## config.mk

```make
export PLATFORM = sky130hd
export DESIGN_NAME = mux2_arbiter_flat
export DESIGN_NICKNAME = d
export VERILOG_FILES = /design/src/rtl/mux2_arbiter_if.sv /design/src/rtl/mux2_arbiter.sv /design/src/flat_wrapper.sv
export SDC_FILE = /design/constraint.sdc
export NUM_CORES = 1
export LEC_CHECK = 0
export CAP_MARGIN = 15
export CELL_PAD_IN_SITES_DETAIL_PLACEMENT = 1
export CELL_PAD_IN_SITES_GLOBAL_PLACEMENT = 2
export CORE_UTILIZATION = 23
export DETAILED_ROUTE_END_ITERATION = 10
export PLACE_DENSITY = 0.75
export SYNTH_ARGS = -nofsm -noshare
export SYNTH_HDL_FRONTEND = slang
export SYNTH_SLANG_ARGS = --single-unit
```

## constraint.sdc

```tcl
create_clock -name clk -period 1.85 [get_ports clk]
set_clock_uncertainty 0.1 [all_clocks]
set_input_delay 0.555 -clock clk [delete_from_list [all_inputs] [get_ports clk]]
set_output_delay 0.555 -clock clk [all_outputs]
set_load 0.005 [all_outputs]
```

## src/rtl/mux2_arbiter_if.sv

```systemverilog
// Shared-channel bus between two requesters and the 2:1 arbiter.
interface mux2_arbiter_if #(
  parameter int DATA_W = 8
);
  logic              req0;
  logic              req1;
  logic [DATA_W-1:0] in0;
  logic [DATA_W-1:0] in1;
  logic              gnt0;
  logic              gnt1;
  logic              select;
  logic [DATA_W-1:0] out;
  logic              out_valid;

  // Requester side: drives requests/data, observes grants and the channel.
  modport master (
    output req0, req1, in0, in1,
    input  gnt0, gnt1, select, out, out_valid
  );

  // Arbiter side.
  modport slave (
    input  req0, req1, in0, in1,
    output gnt0, gnt1, select, out, out_valid
  );
endinterface

```

## src/rtl/mux2_arbiter.sv

```systemverilog
// Two-requester round-robin arbiter with bounded hold and a registered
// shared data channel (one-cycle transfer latency).
module mux2_arbiter #(
  parameter int DATA_W   = 8,
  parameter int MAX_HOLD = 4
) (
  input logic          clk,
  input logic          rst_n,
  mux2_arbiter_if.slave bus
);

  typedef enum logic [1:0] {IDLE, GRANT0, GRANT1} state_t;

  // Counter saturates here; reaching it with the other side waiting forces a handoff.
  localparam logic [3:0] HOLD_TOP = 4'(MAX_HOLD - 1);

  state_t      state, state_nxt;
  logic [3:0]  hold, hold_nxt;
  logic        last;
  logic        xfer;

  assign xfer = (state == GRANT0 && bus.req0) || (state == GRANT1 && bus.req1);

  // Next-state and hold-counter decisions.
  always_comb begin
    state_nxt = state;
    hold_nxt  = hold;
    case (state)
      IDLE: begin
        if (bus.req0 && bus.req1) state_nxt = last ? GRANT0 : GRANT1;
        else if (bus.req0)        state_nxt = GRANT0;
        else if (bus.req1)        state_nxt = GRANT1;
      end
      GRANT0: begin
        if (!bus.req0)                      state_nxt = bus.req1 ? GRANT1 : IDLE;
        else if (bus.req1 && hold == HOLD_TOP) state_nxt = GRANT1;
      end
      GRANT1: begin
        if (!bus.req1)                      state_nxt = bus.req0 ? GRANT0 : IDLE;
        else if (bus.req0 && hold == HOLD_TOP) state_nxt = GRANT0;
      end
      default: state_nxt = IDLE;
    endcase
    if (state_nxt != state)  hold_nxt = '0;
    else if (xfer)           hold_nxt = (hold == HOLD_TOP) ? hold : hold + 4'd1;
  end

  // Arbitration state; last-served starts at 1 so requester 0 wins the first tie.
  always_ff @(posedge clk or negedge rst_n) begin
    if (!rst_n) begin
      state <= IDLE;
      hold  <= '0;
      last  <= 1'b1;
    end else begin
      state <= state_nxt;
      hold  <= hold_nxt;
      if (state_nxt == GRANT0)      last <= 1'b0;
      else if (state_nxt == GRANT1) last <= 1'b1;
    end
  end

  // Data channel: capture the granted input on a live transfer, else hold.
  always_ff @(posedge clk or negedge rst_n) begin
    if (!rst_n) begin
      bus.out       <= '0;
      bus.out_valid <= 1'b0;
    end else begin
      bus.out_valid <= xfer;
      if (xfer) bus.out <= (state == GRANT1) ? bus.in1 : bus.in0;
    end
  end

  assign bus.gnt0   = (state == GRANT0);
  assign bus.gnt1   = (state == GRANT1);
  assign bus.select = last;

endmodule

```

## src/flat_wrapper.sv

```systemverilog
// flat-port wrapper written by rule: the top's interface ports become plain ports
module mux2_arbiter_flat 
#(
  parameter int DATA_W   = 8,
  parameter int MAX_HOLD = 4
)
  (clk, rst_n, bus_req0, bus_req1, bus_in0, bus_in1, bus_gnt0, bus_gnt1, bus_select, bus_out, bus_out_valid);
  mux2_arbiter_if #(.DATA_W(DATA_W)) bus_i ();
  input logic clk;
  input logic rst_n;
  input wire logic [$bits(bus_i.req0)-1:0] bus_req0;
  input wire logic [$bits(bus_i.req1)-1:0] bus_req1;
  input wire logic [$bits(bus_i.in0)-1:0] bus_in0;
  input wire logic [$bits(bus_i.in1)-1:0] bus_in1;
  output wire logic [$bits(bus_i.gnt0)-1:0] bus_gnt0;
  output wire logic [$bits(bus_i.gnt1)-1:0] bus_gnt1;
  output wire logic [$bits(bus_i.select)-1:0] bus_select;
  output wire logic [$bits(bus_i.out)-1:0] bus_out;
  output wire logic [$bits(bus_i.out_valid)-1:0] bus_out_valid;
  assign bus_i.req0 = bus_req0;
  assign bus_i.req1 = bus_req1;
  assign bus_i.in0 = bus_in0;
  assign bus_i.in1 = bus_in1;
  assign bus_gnt0 = bus_i.gnt0;
  assign bus_gnt1 = bus_i.gnt1;
  assign bus_select = bus_i.select;
  assign bus_out = bus_i.out;
  assign bus_out_valid = bus_i.out_valid;
  mux2_arbiter #(.DATA_W(DATA_W), .MAX_HOLD(MAX_HOLD)) u_core (.clk(clk), .rst_n(rst_n), .bus(bus_i));
endmodule
```

Word level (Yosys, flattened, before mapping)
Index checks and enable logic that the tools add are counted.
{ "op_classes": {"add_sub_neg": 1, "n_eq_ne": 7, "mux": 17, "reduce_logical": 10} }
{ "ops": {"columns": ["op", "count"], "rows": [
  ["$mux 2", 9],
  ["$mux 4", 3],
  ["$mux 8", 1],
  ["$pmux 2 s3", 1],
  ["$logic_and 1x1->1", 5],
  ["$add 4x1->4 const B", 1],
  ["$eq 2x1->1 const B", 2],
  ["$eq 2x2->1 const B", 2],
  ["$eq 4x2->1 const B", 1],
  ["$reduce_bool 2->1", 2],
  ["$mux 1", 3],
  ["$logic_not 2->1", 1],
  ["$ne 2x2->1", 1],
  ["$ne 2x2->1 const B", 1],
  ["$reduce_and 2->1", 1],
  ["$logic_or 1x1->1", 1]
]} }
{ "word_totals": {"regBits": 16, "elab_cells": 40} }

Logic depth before layout (Yosys ltp)
{ "logic_depth": {"depth_word": 8, "depth_mapped": 7, "depth_no_buf": 7} }

Worst setup path after synthesis
Ideal clock, no wire load.
{ "synth_timing": {"kind": "register to register", "from": "reg u_core.hold[0]", "to": "reg u_core.last, in the netlist u_core.bus.select", "setup_time_ns": 0.075, "t_arrival_ns": 1.825, "required_time_ns": 1.675, "setup_slack_ns": -0.150, "stages_incl_launch_ff": 8, "n_path_buf": 0, "synth_period_minus_slack_ns": 2.000, "cell_sequence": "dfrtp_1 > ha_1 > nor3b_4 > mux2i_1 > o31ai_1 > a221oi_1 > ha_1 > mux2i_1"} }
{ "synth_via": {"elab_chain_cells": 7, "elab_cells_between_ends": 12, "cone_classes": "eq/ne: 3; mux: 6; reduce/logical: 3"} }
{ "synth_rtl": {"columns": ["item", "line_no", "rtl"], "rows": [
  ["start: declaration", "mux2_arbiter.sv:18", "logic [3:0] hold, hold_nxt;"],
  ["start signal: assignment", "mux2_arbiter.sv:56", "hold <= hold_nxt;"],
  ["$eq 4x2->1 (*)", "mux2_arbiter.sv:36, mux2_arbiter.sv:40", null],
  ["$logic_and 1x1->1, on equally long branches", "mux2_arbiter.sv:40, mux2_arbiter.sv:36", null],
  ["$mux 2, on equally long branches", "mux2_arbiter.sv:40, mux2_arbiter.sv:36", null],
  ["$mux 2, on equally long branches", "mux2_arbiter.sv:39, mux2_arbiter.sv:35", null],
  ["$pmux 2 s3 (*)", "mux2_arbiter.sv:28", "case (state)"],
  ["via u_core.state_nxt[0]", "mux2_arbiter.sv:17", "state_t state, state_nxt;"],
  ["$eq 2x1->1 or $eq 2x2->1 (tied branches)", "mux2_arbiter.sv:57, mux2_arbiter.sv:58", null],
  ["$mux 1 or $reduce_bool 2->1 (tied branches)", null, null],
  ["end signal: assignment", "mux2_arbiter.sv:53", "last <= 1'b1;"],
  ["end signal: assignment", "mux2_arbiter.sv:57", "if (state_nxt == GRANT0) last <= 1'b0;"],
  ["end signal: assignment", "mux2_arbiter.sv:58", "else if (state_nxt == GRANT1) last <= 1'b1;"],
  ["end: declaration", "mux2_arbiter.sv:19", "logic last;"]
]} }
Mark *: on every way through the listed nets, which the timed path passes. The rest lies on a longest branch.
A chain may end at the register's enable or synchronous reset.

Final worst setup path
{ "layout_timing": {"from": "reg u_core.hold[1]", "to": "reg u_core.last, in the netlist u_core.bus.select"} }
Same word-level chain as after synthesis.

==> metrics.txt <==
status=finished, violations left; failing checks=setup timing; worst slew pin tran=0.333 ns; Worst-path clk slew=0.06 ns; Critical Path Max Stage Delay=0.40 ns; CP arrival=2.15 ns; cells along the critical path=ha_4 > nor3b_4 > mux2i_1 > o31ai_2 > a221oi_2 > ha_1 > mux2i_1; WP buf/inv=0; Worst path top cell family by delay=adder cells; CTS H-tree depth=1; Reg-to-Reg Start=u_core.hold[1]$_DFFE_PN0P_; fmax=483 MHz; DRT antenna net count=0; Core Util, Final=39.7%; drt wl/cell=13.0 um; area grow syn2layout=63.3%; commonest non-fill, non-tap cell in the layout=clkdlybuf4s50_1; Syn Inst Count=86; Pins Over Slew Limit=0; leak pwr=0.000711 uW; layout net count=160; Synthesis Warnings=0; Die Footprint=0.00415 sq mm; layout cells sized above 1=28.5%; Starting Density=24.3%; Synth Area in Compound Gates=13.1%; Core Rows=22; Sequential Power Share=36.8%; max_slew headroom=77.7%; switching share of power=29.0%; min cycle time layout=2.07 ns; worst setup margin=-0.220 ns; syn nets=108; Comb pwr share=41.0%; critical path capture point type=flip-flop; Reg2Reg Setup Slack=-0.22 ns; Final Hold Vio Count=0; Ports=32; first-pass GRT wire length=3.97 mm; gr usage total=12.8%; NetSw=402 uW; XOR/XNOR Fraction of Synth Area=1.95%; slowest cell on the critical path=dfrtp_1; Worst-Skew Late Latency=0.25 ns; r2r endpoint=u_core.bus.select$_DFFE_PN1P_; pre-CTS setup slack=-0.227 ns; Die W=64.5 um; DR iter-0 viols=12; Internal Pwr Total=984 uW; Netlist cell types=29; Crit Path Max Fanout=2; largest net degree at the start of global routing=20; antenna cells=0; Post-Syn Area=897 sq um; port bufs=31; CTS root buf=clkbuf_8; main combinational cell family by area after synthesis=simple AND/OR/NAND/NOR gates; maxcap violations=0; FF+latch count, synth=16; CTS sink cnt=16; deepest clock path buffer count=2; Crit. path cell count=7; grt total ovfl=0; vias post-DR=819; Setup CP Type=reg -> reg; mux cell area share after synthesis=11.2%; initial antenna violation count=0; post-synthesis adder-cell area fraction=2.79%; worst hold path type=reg -> reg; critical path startpoint=u_core.hold[1]$_DFFE_PN0P_; dpl hpwl=1.81 mm; CORE AREA=0.00369 sq mm; vias in the first global route=900; R2R cell count=7; DR pass1 iterations=4; routed wire length=2.40 mm; hold depth=2; total CTS buffers=3; clock network power share=22.2%; Final setup viols=1; maximum VDD drop=0.000326 V; PD cells=946 mW/mm^2; die height=64.5 um; Synth Area in Simple Gates=18.4%; ratio of final minimum period to clock period=112%; DR DRC count=0; CP required=1.93 ns; critical path launch point type=flip-flop; vias per inst=4.43; GP Congestion=0.733; Synth Area per Inst=10.4 sq um; RSZ-0062 raised after global routing=true; most frequent cells in the layout=27 x clkdlybuf4s50_1, 21 x buf_4, 14 x dfrtp_1; Top cell by count, worst path=mux2i_1; CP Capture Point=u_core.bus.select$_DFFE_PN1P_; CTS tree=yes; post-synthesis sequential area ratio=44.8%
==> cell families (layout without fill, tap and decap cells) <==
| group | after synthesis | in the layout |
|---|---|---|
| flops | 16 | 16 |
| simple gates | 26 | 26 |
| buf+inv | 10 | 61 |
| xor+xnor | 2 | 2 |
| compound gates | 20 | 20 |
| mux | 10 | 10 |
| fa+ha+maj | 2 | 2 |
==> tightest hold or removal path, cell delays in order (launching register included) <==
cell,delay (ns)
dfrtp_1,0.34
nand2_1,0.06
o21ai_2,0.05
==> area by class of cell <==
cell class	count	area, sq um
fillers	444	2220
well taps	48	60.1
clock buffers	4	55.1
repair buffers	52	467
multi-input cells	60	457
flip-flops and latches	16	403
inverters	5	23.8
==> what timing repair did <==
item	4_1_cts	5_1_grt
hold buffers	0	0
endpoints found under the hold margin	0	0
setup buffers	3	3
pin swaps	0	3
endpoints found under the setup margin	5	7
resized for setup	7	4
==> worst min path at each step <==
| stage | start | endpoint | slack, ns |
|---|---|---|---|
| detailed placement | u_core.bus.out[7]$_DFFE_PN0P_ | u_core.bus.out[7]$_DFFE_PN0P_ | 0.38 |
| floorplan | rst_n | u_core.bus.out[0]$_DFFE_PN0P_ | 0.16 |
| global placement | u_core.bus.out[1]$_DFFE_PN0P_ | u_core.bus.out[1]$_DFFE_PN0P_ | 0.37 |
| global route | u_core.bus.out[6]$_DFFE_PN0P_ | u_core.bus.out[6]$_DFFE_PN0P_ | 0.40 |
| finish | u_core.bus.out[7]$_DFFE_PN0P_ | u_core.bus.out[7]$_DFFE_PN0P_ | 0.38 |
| CTS | u_core.bus.out[7]$_DFFE_PN0P_ | u_core.bus.out[7]$_DFFE_PN0P_ | 0.39 |
==> synthesized netlist by cell type <==
| cell | instances | area (sq um) |
|---|---|---|
| dfrtp_1 | 15 | 375 |
| mux2i_1 | 10 | 100 |
| nand2_1 | 10 | 37.5 |
| o21ai_0 | 9 | 45.0 |
| a21oi_1 | 6 | 30.0 |
| inv_1 | 4 | 15.0 |
| nor2_1 | 4 | 15.0 |
| buf_6 | 3 | 33.8 |
| ha_1 | 2 | 25.0 |
| nand3_1 | 2 | 10.0 |
| o21ai_2 | 2 | 17.5 |
| xnor2_1 | 2 | 17.5 |
| a221oi_1 | 1 | 8.76 |
| a22o_1 | 1 | 8.76 |
| and2_4 | 1 | 8.76 |
| and3_1 | 1 | 6.26 |
| buf_2 | 1 | 5.00 |
| buf_4 | 1 | 7.51 |
| clkinv_4 | 1 | 8.76 |
| dfstp_2 | 1 | 26.3 |
| nand2b_1 | 1 | 6.26 |
| nand3b_2 | 1 | 11.3 |
| nand3b_4 | 1 | 20.0 |
| nand4b_1 | 1 | 8.76 |
| nor2b_1 | 1 | 6.26 |
| nor3_2 | 1 | 10.0 |
| nor3b_4 | 1 | 18.8 |
| nor4_1 | 1 | 6.26 |
| o31ai_1 | 1 | 7.51 |
==> power by group through the flow <==
stage	Clock, uW	Combinational (uW)	Sequential [uW]
2_1_floorplan	0	237	518
3_3_place_gp	0	521	520
3_5_place_dp	0	541	523
4_1_cts	316	577	507
5_1_grt	337	626	523
6_report	308	568	510
==> metal layers <==
| layer | track usage, % | part of all wire [%] |
|---|---|---|
| met3 | 2.82 | 5.0 |
| met1 | 12.9 | 37 |
| met5 | 0 | 0 |
| met2 | 25.1 | 56 |
| met4 | 5.00 | 1.4 |
==> metrics by stage <==
step / TNS (ns) / hold WS (ns) / cells / power [uW] / cell area, sq um
3_5_place_dp: -1.66 / 0.377 / 176 / 1060 / 1340
6_report: -0.220 / 0.381 / 185 / 1390 / 1470
2_1_floorplan: -0.150 / 0.159 / 86 / 755 / 897
3_3_place_gp: -0.916 / 0.366 / 176 / 1040 / 1340
5_1_grt: -0.409 / 0.405 / 185 / 1490 / 1470
4_1_cts: -0.210 / 0.391 / 183 / 1400 / 1430
==> state kept, by name, summed over array words and instances, names as in the netlist <==
register and cells:
u_core.state 2, u_core.bus.out 8, u_core.bus.select 1, u_core.bus.out_valid 1, u_core.hold 4
No activity file was read; power rests on OpenSTA's default activity.
